==> config.mk <==
export PLATFORM = sky130hd
export DESIGN_NAME = unified_mem_arbiter
export DESIGN_NICKNAME = d
export VERILOG_FILES = /design/src/rtl/unified_mem_arbiter.sv
export SDC_FILE = /design/constraint.sdc
export NUM_CORES = 1
export LEC_CHECK = 0
export ABC_AREA = 0
export CORE_MARGIN = 5
export CORE_UTILIZATION = 25
export CTS_CLUSTER_DIAMETER = 120
export DETAILED_ROUTE_END_ITERATION = 16
export SYNTH_ARGS = -nofsm -noshare
export SYNTH_HDL_FRONTEND = slang
export SYNTH_SLANG_ARGS = --single-unit
==> constraint.sdc <==
create_clock -name clk_i -period 3 [get_ports clk_i]
set_input_delay 0.6 -clock clk_i [delete_from_list [all_inputs] [get_ports clk_i]]
set_output_delay 0.6 -clock clk_i [all_outputs]
set_load 0.05 [all_outputs]
==> src/rtl/unified_mem_arbiter.sv <==
// unified_mem_arbiter: shares one single-port memory bus between the fetch and load/store ports.
// Define ARB_RR_EN for round-robin tie-breaking; otherwise data has fixed priority over fetch.
module unified_mem_arbiter #(
  parameter int AW      = 32,
  parameter int DW      = 32,
  parameter int TIMEOUT = 16
) (
  input  logic          clk_i,
  input  logic          rst_n_i,
  input  logic          i_req_i,
  input  logic [AW-1:0] i_addr_i,
  output logic          i_gnt_o,
  output logic          i_rvalid_o,
  output logic [DW-1:0] i_rdata_o,
  input  logic          d_req_i,
  input  logic [3:0]    d_we_i,
  input  logic [AW-1:0] d_addr_i,
  input  logic [DW-1:0] d_wdata_i,
  output logic          d_gnt_o,
  output logic          d_rvalid_o,
  output logic [DW-1:0] d_rdata_o,
  output logic          m_req_o,
  output logic [AW-1:0] m_addr_o,
  output logic [3:0]    m_we_o,
  output logic [DW-1:0] m_wdata_o,
  input  logic          m_ack_i,
  input  logic [DW-1:0] m_rdata_i,
  output logic          err_o
);
  localparam int TW = $clog2(TIMEOUT);

  typedef enum logic [0:0] {IDLE = 1'b0, BUSY = 1'b1} state_e;
  typedef enum logic [1:0] {OWN_NONE = 2'd0, OWN_FETCH = 2'd1, OWN_DATA = 2'd2} owner_e;

  state_e        state_r, state_s;
  owner_e        owner_r, owner_s;
  logic [TW-1:0] timer_r, timer_s;
  logic [AW-1:0] m_addr_r, m_addr_s;
  logic [3:0]    m_we_r, m_we_s;
  logic [DW-1:0] m_wdata_r, m_wdata_s;
  logic          m_req_r, m_req_s;
  logic          i_rvalid_r, i_rvalid_s, d_rvalid_r, d_rvalid_s, err_r, err_s;
  logic [DW-1:0] i_rdata_r, i_rdata_s, d_rdata_r, d_rdata_s;
  logic [DW-1:0] ret_data_s;
  logic          i_gnt_s, d_gnt_s, pick_d_s, done_s;

`ifdef ARB_RR_EN
  logic rr_data_r;  // 1: data wins the next tie

  // Tie-break pointer: after any grant the other port wins the next tie
  always_ff @(posedge clk_i or negedge rst_n_i) begin
    if (!rst_n_i) begin
      rr_data_r <= 1'b0;
    end else if (i_gnt_s) begin
      rr_data_r <= 1'b1;
    end else if (d_gnt_s) begin
      rr_data_r <= 1'b0;
    end else begin
      rr_data_r <= rr_data_r;
    end
  end

  assign pick_d_s = d_req_i && (!i_req_i || rr_data_r);
`else
  assign pick_d_s = d_req_i;
`endif

  // Arbitration, bus sequencing and completion
  always_comb begin
    state_s    = state_r;
    owner_s    = owner_r;
    timer_s    = timer_r;
    m_addr_s   = m_addr_r;
    m_we_s     = m_we_r;
    m_wdata_s  = m_wdata_r;
    m_req_s    = 1'b0;
    i_gnt_s    = 1'b0;
    d_gnt_s    = 1'b0;
    i_rvalid_s = 1'b0;
    d_rvalid_s = 1'b0;
    err_s      = 1'b0;
    i_rdata_s  = i_rdata_r;
    d_rdata_s  = d_rdata_r;
    done_s     = 1'b0;
    ret_data_s = {DW{1'b0}};
    case (state_r)
      IDLE: begin
        // Grants are gated by reset so every output is quiet while rst_n_i is low
        if (rst_n_i && pick_d_s) begin
          d_gnt_s   = 1'b1;
          owner_s   = OWN_DATA;
          m_addr_s  = d_addr_i;
          m_we_s    = d_we_i;
          m_wdata_s = d_wdata_i;
          m_req_s   = 1'b1;
          timer_s   = {TW{1'b0}};
          state_s   = BUSY;
        end else if (rst_n_i && i_req_i) begin
          i_gnt_s   = 1'b1;
          owner_s   = OWN_FETCH;
          m_addr_s  = i_addr_i;
          m_we_s    = 4'b0000;
          m_wdata_s = {DW{1'b0}};
          m_req_s   = 1'b1;
          timer_s   = {TW{1'b0}};
          state_s   = BUSY;
        end else begin
          state_s = IDLE;
        end
      end
      BUSY: begin
        if (m_ack_i) begin
          done_s     = 1'b1;
          ret_data_s = (m_we_r == 4'b0000) ? m_rdata_i : {DW{1'b0}};
        end else if (timer_r == TW'(TIMEOUT - 1)) begin
          done_s = 1'b1;
          err_s  = 1'b1;
        end else begin
          timer_s = timer_r + TW'(1);
          m_req_s = 1'b1;
        end
        if (done_s) begin
          state_s = IDLE;
          owner_s = OWN_NONE;
          timer_s = {TW{1'b0}};
          if (owner_r == OWN_FETCH) begin
            i_rvalid_s = 1'b1;
            i_rdata_s  = ret_data_s;
          end else begin
            d_rvalid_s = 1'b1;
            d_rdata_s  = ret_data_s;
          end
        end else begin
          state_s = BUSY;
        end
      end
      default: begin
        state_s = IDLE;
        owner_s = OWN_NONE;
        timer_s = {TW{1'b0}};
      end
    endcase
  end

  // State register and registered outputs
  always_ff @(posedge clk_i or negedge rst_n_i) begin
    if (!rst_n_i) begin
      state_r    <= IDLE;
      owner_r    <= OWN_NONE;
      timer_r    <= {TW{1'b0}};
      m_addr_r   <= {AW{1'b0}};
      m_we_r     <= 4'b0000;
      m_wdata_r  <= {DW{1'b0}};
      m_req_r    <= 1'b0;
      i_rvalid_r <= 1'b0;
      d_rvalid_r <= 1'b0;
      err_r      <= 1'b0;
      i_rdata_r  <= {DW{1'b0}};
      d_rdata_r  <= {DW{1'b0}};
    end else begin
      state_r    <= state_s;
      owner_r    <= owner_s;
      timer_r    <= timer_s;
      m_addr_r   <= m_addr_s;
      m_we_r     <= m_we_s;
      m_wdata_r  <= m_wdata_s;
      m_req_r    <= m_req_s;
      i_rvalid_r <= i_rvalid_s;
      d_rvalid_r <= d_rvalid_s;
      err_r      <= err_s;
      i_rdata_r  <= i_rdata_s;
      d_rdata_r  <= d_rdata_s;
    end
  end

  assign i_gnt_o    = i_gnt_s;
  assign d_gnt_o    = d_gnt_s;
  assign i_rvalid_o = i_rvalid_r;
  assign d_rvalid_o = d_rvalid_r;
  assign i_rdata_o  = i_rdata_r;
  assign d_rdata_o  = d_rdata_r;
  assign m_req_o    = m_req_r;
  assign m_addr_o   = m_addr_r;
  assign m_we_o     = m_we_r;
  assign m_wdata_o  = m_wdata_r;
  assign err_o      = err_r;

endmodule

# ---- Word-level counts from Yosys, hierarchy flattened
# Index checks and enable logic that the tools add are counted.
dict set report totals {
  regBits 143
  out_inout_bits 138
  word_cells 69
}
dict set report op_classes {
  n_addsub 1
  eq_ne 6
  muxes 39
  bitwise 2
  n_reduce_logical 9
}
# cell count
set op_table {}
lappend op_table {{2-to-1 mux 32 bit} 6}
lappend op_table {{2-to-1 mux 4 bit} 6}
lappend op_table {{2-to-1 mux 1 bit} 20}
lappend op_table {{AND reduction 3 bit} 3}
lappend op_table {{case mux 4 bit (2 select lines)} 1}
lappend op_table {{2-to-1 mux 2 bit} 3}
lappend op_table {{!= test 3 x 2 -> 1 bit (second input constant)} 2}
lappend op_table {{adder 4 x 1 -> 4 bit (second input constant)} 1}
lappend op_table {{equality test 4 bit (second input constant)} 1}
lappend op_table {{logical NOT 4 bit} 1}
lappend op_table {{case mux 1 bit (2 select lines)} 2}
lappend op_table {{case mux 2 bit (2 select lines)} 1}
lappend op_table {{AND reduction 2 bit} 2}
lappend op_table {{!= test 3 bit (second input constant)} 1}
lappend op_table {{equality test 2 x 1 -> 1 bit (second input constant)} 1}
lappend op_table {{logical AND 1 bit} 2}
lappend op_table {{!= test 2 x 1 -> 1 bit (second input constant)} 1}
lappend op_table {{NOT 1 bit} 2}
lappend op_table {{nonzero test 2 bit} 1}

# ---- Longest topological paths before layout
dict set report logic_depth {
  word_depth 6
  depth_mapped 5
}

# ---- Worst setup path after synthesis
# No wires, ideal clock.
dict set report synth_timing {
  kind {flip-flop to output port}
  from {reg, netlist name m_req_o}
  to {out i_gnt_o}
  t_arrival_ns 2.274
  required_ns 2.400
  slack_ns 0.126
  path_stages_with_launch 2
  cell_sequence {dfrtp_1 -> nor4bb_1}
}
# item line_no
set synth_lines {}
lappend synth_lines {{to (decl)} 12} ;# output logic i_gnt_o,

# ---- Worst setup path in the final report
dict set report layout_timing {
  from {in d_req_i}
  to {out i_gnt_o}
}
dict set report layout_via {
  elab_chain_len 3
}
# item line_no
set layout_lines {}
lappend layout_lines {{from (decl)} 15} ;# input logic d_req_i,
lappend layout_lines {{logical AND 1 bit} 89} ;# if (rst_n_i && pick_d_s) begin
lappend layout_lines {{2-to-1 mux 1 bit} 89}
lappend layout_lines {{2-to-1 mux 1 bit} 86} ;# case (state_r)
# No other way between the ends.

==> impl_metrics.env <==
export IMPL_status="complete, no violations"
export IMPL_power_w=0.008640
export IMPL_grt_pass1_vias=4912
export IMPL_ys_warn_count=0
export IMPL_timing_fmax_mhz=396.6
export IMPL_antenna_cells=0
export IMPL_yosys_area_top_type_share_pct=60.34
export IMPL_clk_latency_ns=0.41
export IMPL_htree_levels=4
export IMPL_post_place_cells=972
export IMPL_rsz0062_at_grt="no"
export IMPL_start_util_pct=25.24
export IMPL_postSynthCellCount=395
export IMPL_fillers=2169
export IMPL_antenna_found_initial=0
export IMPL_max_slew_worst_pin_slew_ns=0.8243
export IMPL_dr_max_layer_used="met4"
export IMPL_ys_types=31
export IMPL_rows=56
export IMPL_drcViolationCount=0
export IMPL_wirelength_um=17130
export IMPL_ys_async_sr_fraction_pct=100.0
export IMPL_seq_area_um2=3553
export IMPL_synth_edf_count=0
export IMPL_post_cts_setup_buffers=0
export IMPL_io_buffers=274
export IMPL_p_per_area_nw_per_um2=897.5
export IMPL_top_level_ports=275
export IMPL_worstSetupPathDepth=3
export IMPL_clk_pin_slew_worst_paths_ns=0.06
export IMPL_cts_inserted_buffers=17
export IMPL_dieArea_um2=26730
export IMPL_peakVddDrop_uv=389.4
export IMPL_grt_use_total_pct=12.95
export IMPL_routed_via_density=4.317
export IMPL_path_max_fanout=4
export IMPL_setup_viol=0
export IMPL_ys_ff_latch=142
export IMPL_cts_resized=0
export IMPL_grt_pass1_wl_um=27300
export IMPL_slowest_delay_ns=0.64
export IMPL_die_y_um=163.5
export IMPL_synth_most_common_cell="dfrtp_1"
export IMPL_final_nets=810
export IMPL_hold_class="in2async"
export IMPL_cpLargestDelayFamily="buffers and inverters"
export IMPL_wl_met3_um=1433
export IMPL_ctsHoldBuffers=0
export IMPL_arrival_ns=1.92
export IMPL_crit_chain="clkdlybuf4s50_1, nor4bb_1, buf_12"
export IMPL_slew_headroom_pct=45.05
export IMPL_syn_num_nets=533
export IMPL_endpoint_kind="primary output"
export IMPL_critPathBufInv=2
export IMPL_gp_congestion=0.7950
export IMPL_drt_iter0_drc=131
export IMPL_antenna_left=0
export IMPL_synth_top_area_cell="dfrtp_1"
export IMPL_syn_area_um2=5889
export IMPL_cpMaxStageDelayCell="nor4bb_1"
export IMPL_multiInputGateArea_um2=2202
export IMPL_crit_type="in2out"
export IMPL_drive_gt1_share_pct=26.13
export IMPL_hold_violations=0
export IMPL_final_cells=1004
export IMPL_drv_cap=0
export IMPL_reg2reg_depth=5
export IMPL_synth_flop_cell="dfrtp_1"
export IMPL_total_leakage_power_nw=4.271
export IMPL_overflow=0
export IMPL_worstPathRequired_ns=2.40
export IMPL_critPathLaunchType="input pin"
export IMPL_min_period_ns=2.521
export IMPL_slew_violations=0
export IMPL_clockRootBuffer="clkbuf_16"
export IMPL_fp_dieW_um=163.5
export IMPL_synth_area_top_cells="dfrtp_1, mux2_2, a22o_1"
export IMPL_syn_avg_cell_area_um2=14.91
export IMPL_finalCritPeriodShare_pct=84.04
export IMPL_cts_sinks=142
export IMPL_vias=4334
export IMPL_area_growth_syn_to_layout_pct=63.46
export IMPL_dr_pass1_iters=4
export IMPL_routedWlPerCell_um=17.06
export IMPL_route_met2_wl_um=8351
export IMPL_dpl_hpwl_um=12640
export IMPL_hold_ws_ns=0.05414
export IMPL_core_area_um2=23330
export IMPL_fin_util_pct=41.26
export IMPL_skew_ns=0.007455
export IMPL_cts_tree="built"
export IMPL_fin_tns_setup_ns=0
export IMPL_cts_buffer_depth=2
export IMPL_wl_met1_um=7200
export IMPL_synthTopCellsByCount="dfrtp_1, mux2_2, a22o_1"
export IMPL_grt_max_degree=69
export IMPL_yosysSeqAreaShare_pct=60.34
-- path summary, 6_finish.rpt --
path,from,endpoint,slack (ns)
max in group asynchronous,rst_n_i,i_rdata_o[22]$_DFFE_PN0P_,1.82
worst min register to register,d_rdata_o[3]$_DFFE_PN0P_,d_rdata_o[3]$_DFFE_PN0P_,0.49
worst max register to register,timer_r[0]$_DFFE_PN0P_,i_rdata_o[21]$_DFFE_PN0P_,1.12
min in group clk_i,d_rdata_o[3]$_DFFE_PN0P_,d_rdata_o[3]$_DFFE_PN0P_,0.49
worst min-delay path,rst_n_i,d_rdata_o[2]$_DFFE_PN0P_,0.05
worst max-delay path,d_req_i,i_gnt_o,0.48
-- layout make-up --
type	count	area share, %
multi-input combinational	226	22.87
clock buffer	19	4.705
clock inverter	13	1.573
tap	319	4.146
timing repair buffer	284	29.75
inverter	1	0.03899
sequential	142	36.91
-- stage by stage --
step	area [µm²]	worst slack (ns)
5_1_grt	9627	0.4671
3_3_place_gp	9022	0.5448
4_1_cts	9627	0.4945
2_1_floorplan	5889	0.1262
3_5_place_dp	9022	0.5091
6_report	9627	0.4788
-- routing by layer --
metal	track usage, %	vias to the layer above
met5	0	-
met4	3.584	0
met3	4.618	8
met2	21.64	172
met1	15.87	2144
li1	-	2010
-- registers in the layout, summed over array words and instances, names as in the netlist --
register,count
m_addr_o,32
timer_r,4
i_rvalid_o,1
owner_r,2
m_wdata_o,32
m_we_o,4
i_rdata_o,32
d_rdata_o,32
d_rvalid_o,1
err_o,1
m_req_o,1
-- report_power, final --
group / leakage (nW) / switching [W] / total, W / internal, W
logic: 2.13 / 0.00238 / 0.00380 / 0.00142
registers: 1.85 / 0.000294 / 0.00270 / 0.00241
clock network: 0.296 / 0.000853 / 0.00214 / 0.00129
total: 4.27 / 0.00352 / 0.00864 / 0.00512
-- cells in the final DEF (no fill, tap or decap) --
master	n
buf_12	4
and3_1	33
clkinvlp_4	1
nor3_1	1
clkbuf_8	2
clkinv_2	1
clkdlybuf4s50_1	271
nand2_1	1
nor4bb_1	1
inv_1	1
or2_2	1
inv_6	6
ha_1	1
nor3b_4	1
a21oi_1	1
a221o_1	1
nand2b_1	2
buf_4	8
dfrtp_1	142
a22o_1	37
clkinv_4	3
a31oi_4	1
nor2_1	4
mux2_2	126
nand3_1	2
buf_6	1
nor4_2	1
and2_1	1
o2bb2ai_1	1
xnor2_1	1
nand3_2	1
a31o_2	2
nor3_4	1
nor2b_1	2
a21o_1	1
mux2_1	2
bufinv_16	2
clkbuf_16	17
-- cell families after synthesis --
kind of cell	after synthesis	synth area share, %
muxes	128	24.47
AOI/OAI and AO/OA	44	6.692
buffers and inverters	27	2.464
DFF	142	60.34
and+or+nand+nor	52	5.672
adders and majority gates	1	0.2124
xor gates and xnor gates	1	0.1487
No activity file was read; power rests on OpenSTA's default activity.
==> variant (same settings) <==
Remove the register `err_r`: a continuous assignment takes its place, so the output `err_o` follows one clock earlier.
--- a/src/rtl/unified_mem_arbiter.sv
+++ b/src/rtl/unified_mem_arbiter.sv
@@ -154,7 +154,6 @@
       m_req_r    <= 1'b0;
       i_rvalid_r <= 1'b0;
       d_rvalid_r <= 1'b0;
-      err_r      <= 1'b0;
       i_rdata_r  <= {DW{1'b0}};
       d_rdata_r  <= {DW{1'b0}};
     end else begin
@@ -167,11 +166,12 @@
       m_req_r    <= m_req_s;
       i_rvalid_r <= i_rvalid_s;
       d_rvalid_r <= d_rvalid_s;
-      err_r      <= err_s;
       i_rdata_r  <= i_rdata_s;
       d_rdata_r  <= d_rdata_s;
     end
   end
+
+  assign err_r = err_s;
 
   assign i_gnt_o    = i_gnt_s;
   assign d_gnt_o    = d_gnt_s;
Behaviour: same outputs for any inputs over 4 cycles, from zero or initial values and one cycle with rst_n_i low; that may be too few to reach the edited logic, so the function may still have changed.
==> variant against the unedited design <==
Die area is 0.40% lower; wire length rose by 1.9%; total power shrank 1.6%; combinational power hardly changed; worst hold slack better by 2.4 ps; fmax increased by 0.20%; design area is 0.47% lower; sequential cell count fell by 1; setup slack gained 5.0 ps; synthesized cell count decreased by 0.25%; area after synthesis is 0.42% lower.
==> variant: results <==
export IMPL_outcome="finished clean"
export IMPL_grt_usage=0.129
export IMPL_fillers=2203
export IMPL_fin_skew_ps=16.1
export IMPL_synth_edf_count=0
export IMPL_synthFlopType="dfrtp_1"
export IMPL_cts_clk_slew_worst_paths_ps=60
export IMPL_worstReg2RegStart="timer_r[0]"
export IMPL_max_slew_margin=0.468
export IMPL_drive_gt1_frac=0.265
export IMPL_cp_arrival_ps=1920
export IMPL_drt_iter0_markers=134
export IMPL_worstReg2RegEnd="i_rdata_o[8]"
export IMPL_vdd_ir_drop_max_mv=0.384
export IMPL_grt_max_degree=64
export IMPL_detail_route_antenna_nets=0
export IMPL_numCtsBuffers=17
export IMPL_p_leak_nw=4.25
export IMPL_yosysSeqAreaShare=0.602
export IMPL_grt_pass1_wl_um=26900
export IMPL_grt_pass1_vias=4932
export IMPL_place_area_um2=9010
export IMPL_ctsHtreeMaxLevel=4
export IMPL_nNetsFinal=813
export IMPL_diodes=0
export IMPL_r2r_cells=5
export IMPL_ys_async_sr_fraction=1.00
export IMPL_drt_total_wl_um=17500
export IMPL_ctsResizeCount=0
export IMPL_syn_inst=394
export IMPL_dpl_hpwl_um=13200
export IMPL_dp_cells=975
export IMPL_yosys_top_cells_area="dfrtp_1, mux2_2, a22o_1"
export IMPL_clockRootBuffer="clkbuf_16"
export IMPL_swShare=0.407
export IMPL_wl_per_cell_um=17.3
export IMPL_synth_commonest_cells="dfrtp_1, mux2_2, a22o_1"
export IMPL_hold_path_class="primary input to asynchronous set/reset pin"
export IMPL_via_per_inst=4.30
export IMPL_place_congestion=0.821
export IMPL_syn_num_nets=532
export IMPL_first_pass_iters=6
export IMPL_regArea_um2=3530
export IMPL_path_max_fanout=7
export IMPL_cts_path_max_buffers=2
## variant: area by class of cell
type,instances,share of cell area
flip-flops and latches,141,0.368
repair buffers,288,0.300
multi-input cells,226,0.230
clock buffers,22,0.0505
well taps,319,0.0417
clock inverters,9,0.00888
inverters,1,0.000392
## variant: how the worst max path moves through the flow
stage             from  endpoint  cells after the start  slack (ps)
2_1_floorplan  m_req_o   i_gnt_o                      1         130
5_1_grt        m_ack_i     err_o                      4         410
3_5_place_dp   m_ack_i     err_o                      4         480
4_1_cts        m_ack_i     err_o                      4         460
6_report       m_ack_i     err_o                      4         480
3_3_place_gp   m_ack_i     err_o                      4         480
## variant: power groups by stage
stage	combinational (mW)	clock (mW)	sequential [mW]
after floorplan	0.689	0	4.36
after global placement	3.79	0	2.71
after detailed placement	3.84	0	2.73
after CTS	3.84	2.08	2.71
after global routing	3.95	2.16	2.77
final	3.79	2.01	2.70
## variant: through the flow
stage | power [mW] | hold slack, ps | worst slack, ps
4_1_cts | 8.63 | 45.3 | 455
5_1_grt | 8.88 | 51.4 | 407
2_1_floorplan | 5.05 | 304 | 126
3_3_place_gp | 6.51 | 474 | 480
6_report | 8.50 | 56.6 | 484
3_5_place_dp | 6.56 | 486 | 480
## variant: kinds of logic (layout without fill, tap and decap cells)
kind of cell,Yosys count,after routing,synth area share
buffers and inverters,27,320,0.0247
AND/OR/NAND/NOR,52,52,0.0570
multiplexers,128,128,0.246
flip-flops,141,141,0.602
adder cells (fa/ha/maj),1,1,0.00213
AO/OA/AOI/OAI,44,44,0.0672
XOR/XNOR,1,1,0.00149
## variant: critical path: stages
cell and delay (ps):
clkdlybuf4s50_1 580, nand2b_1 300, nor2_1 260, buf_12 180
## variant: per-layer routing
layer	share of wire	global-route usage
met5	0	0
met3	0.074	0.0442
met2	0.50	0.218
met4	0.014	0.0416
met1	0.41	0.156
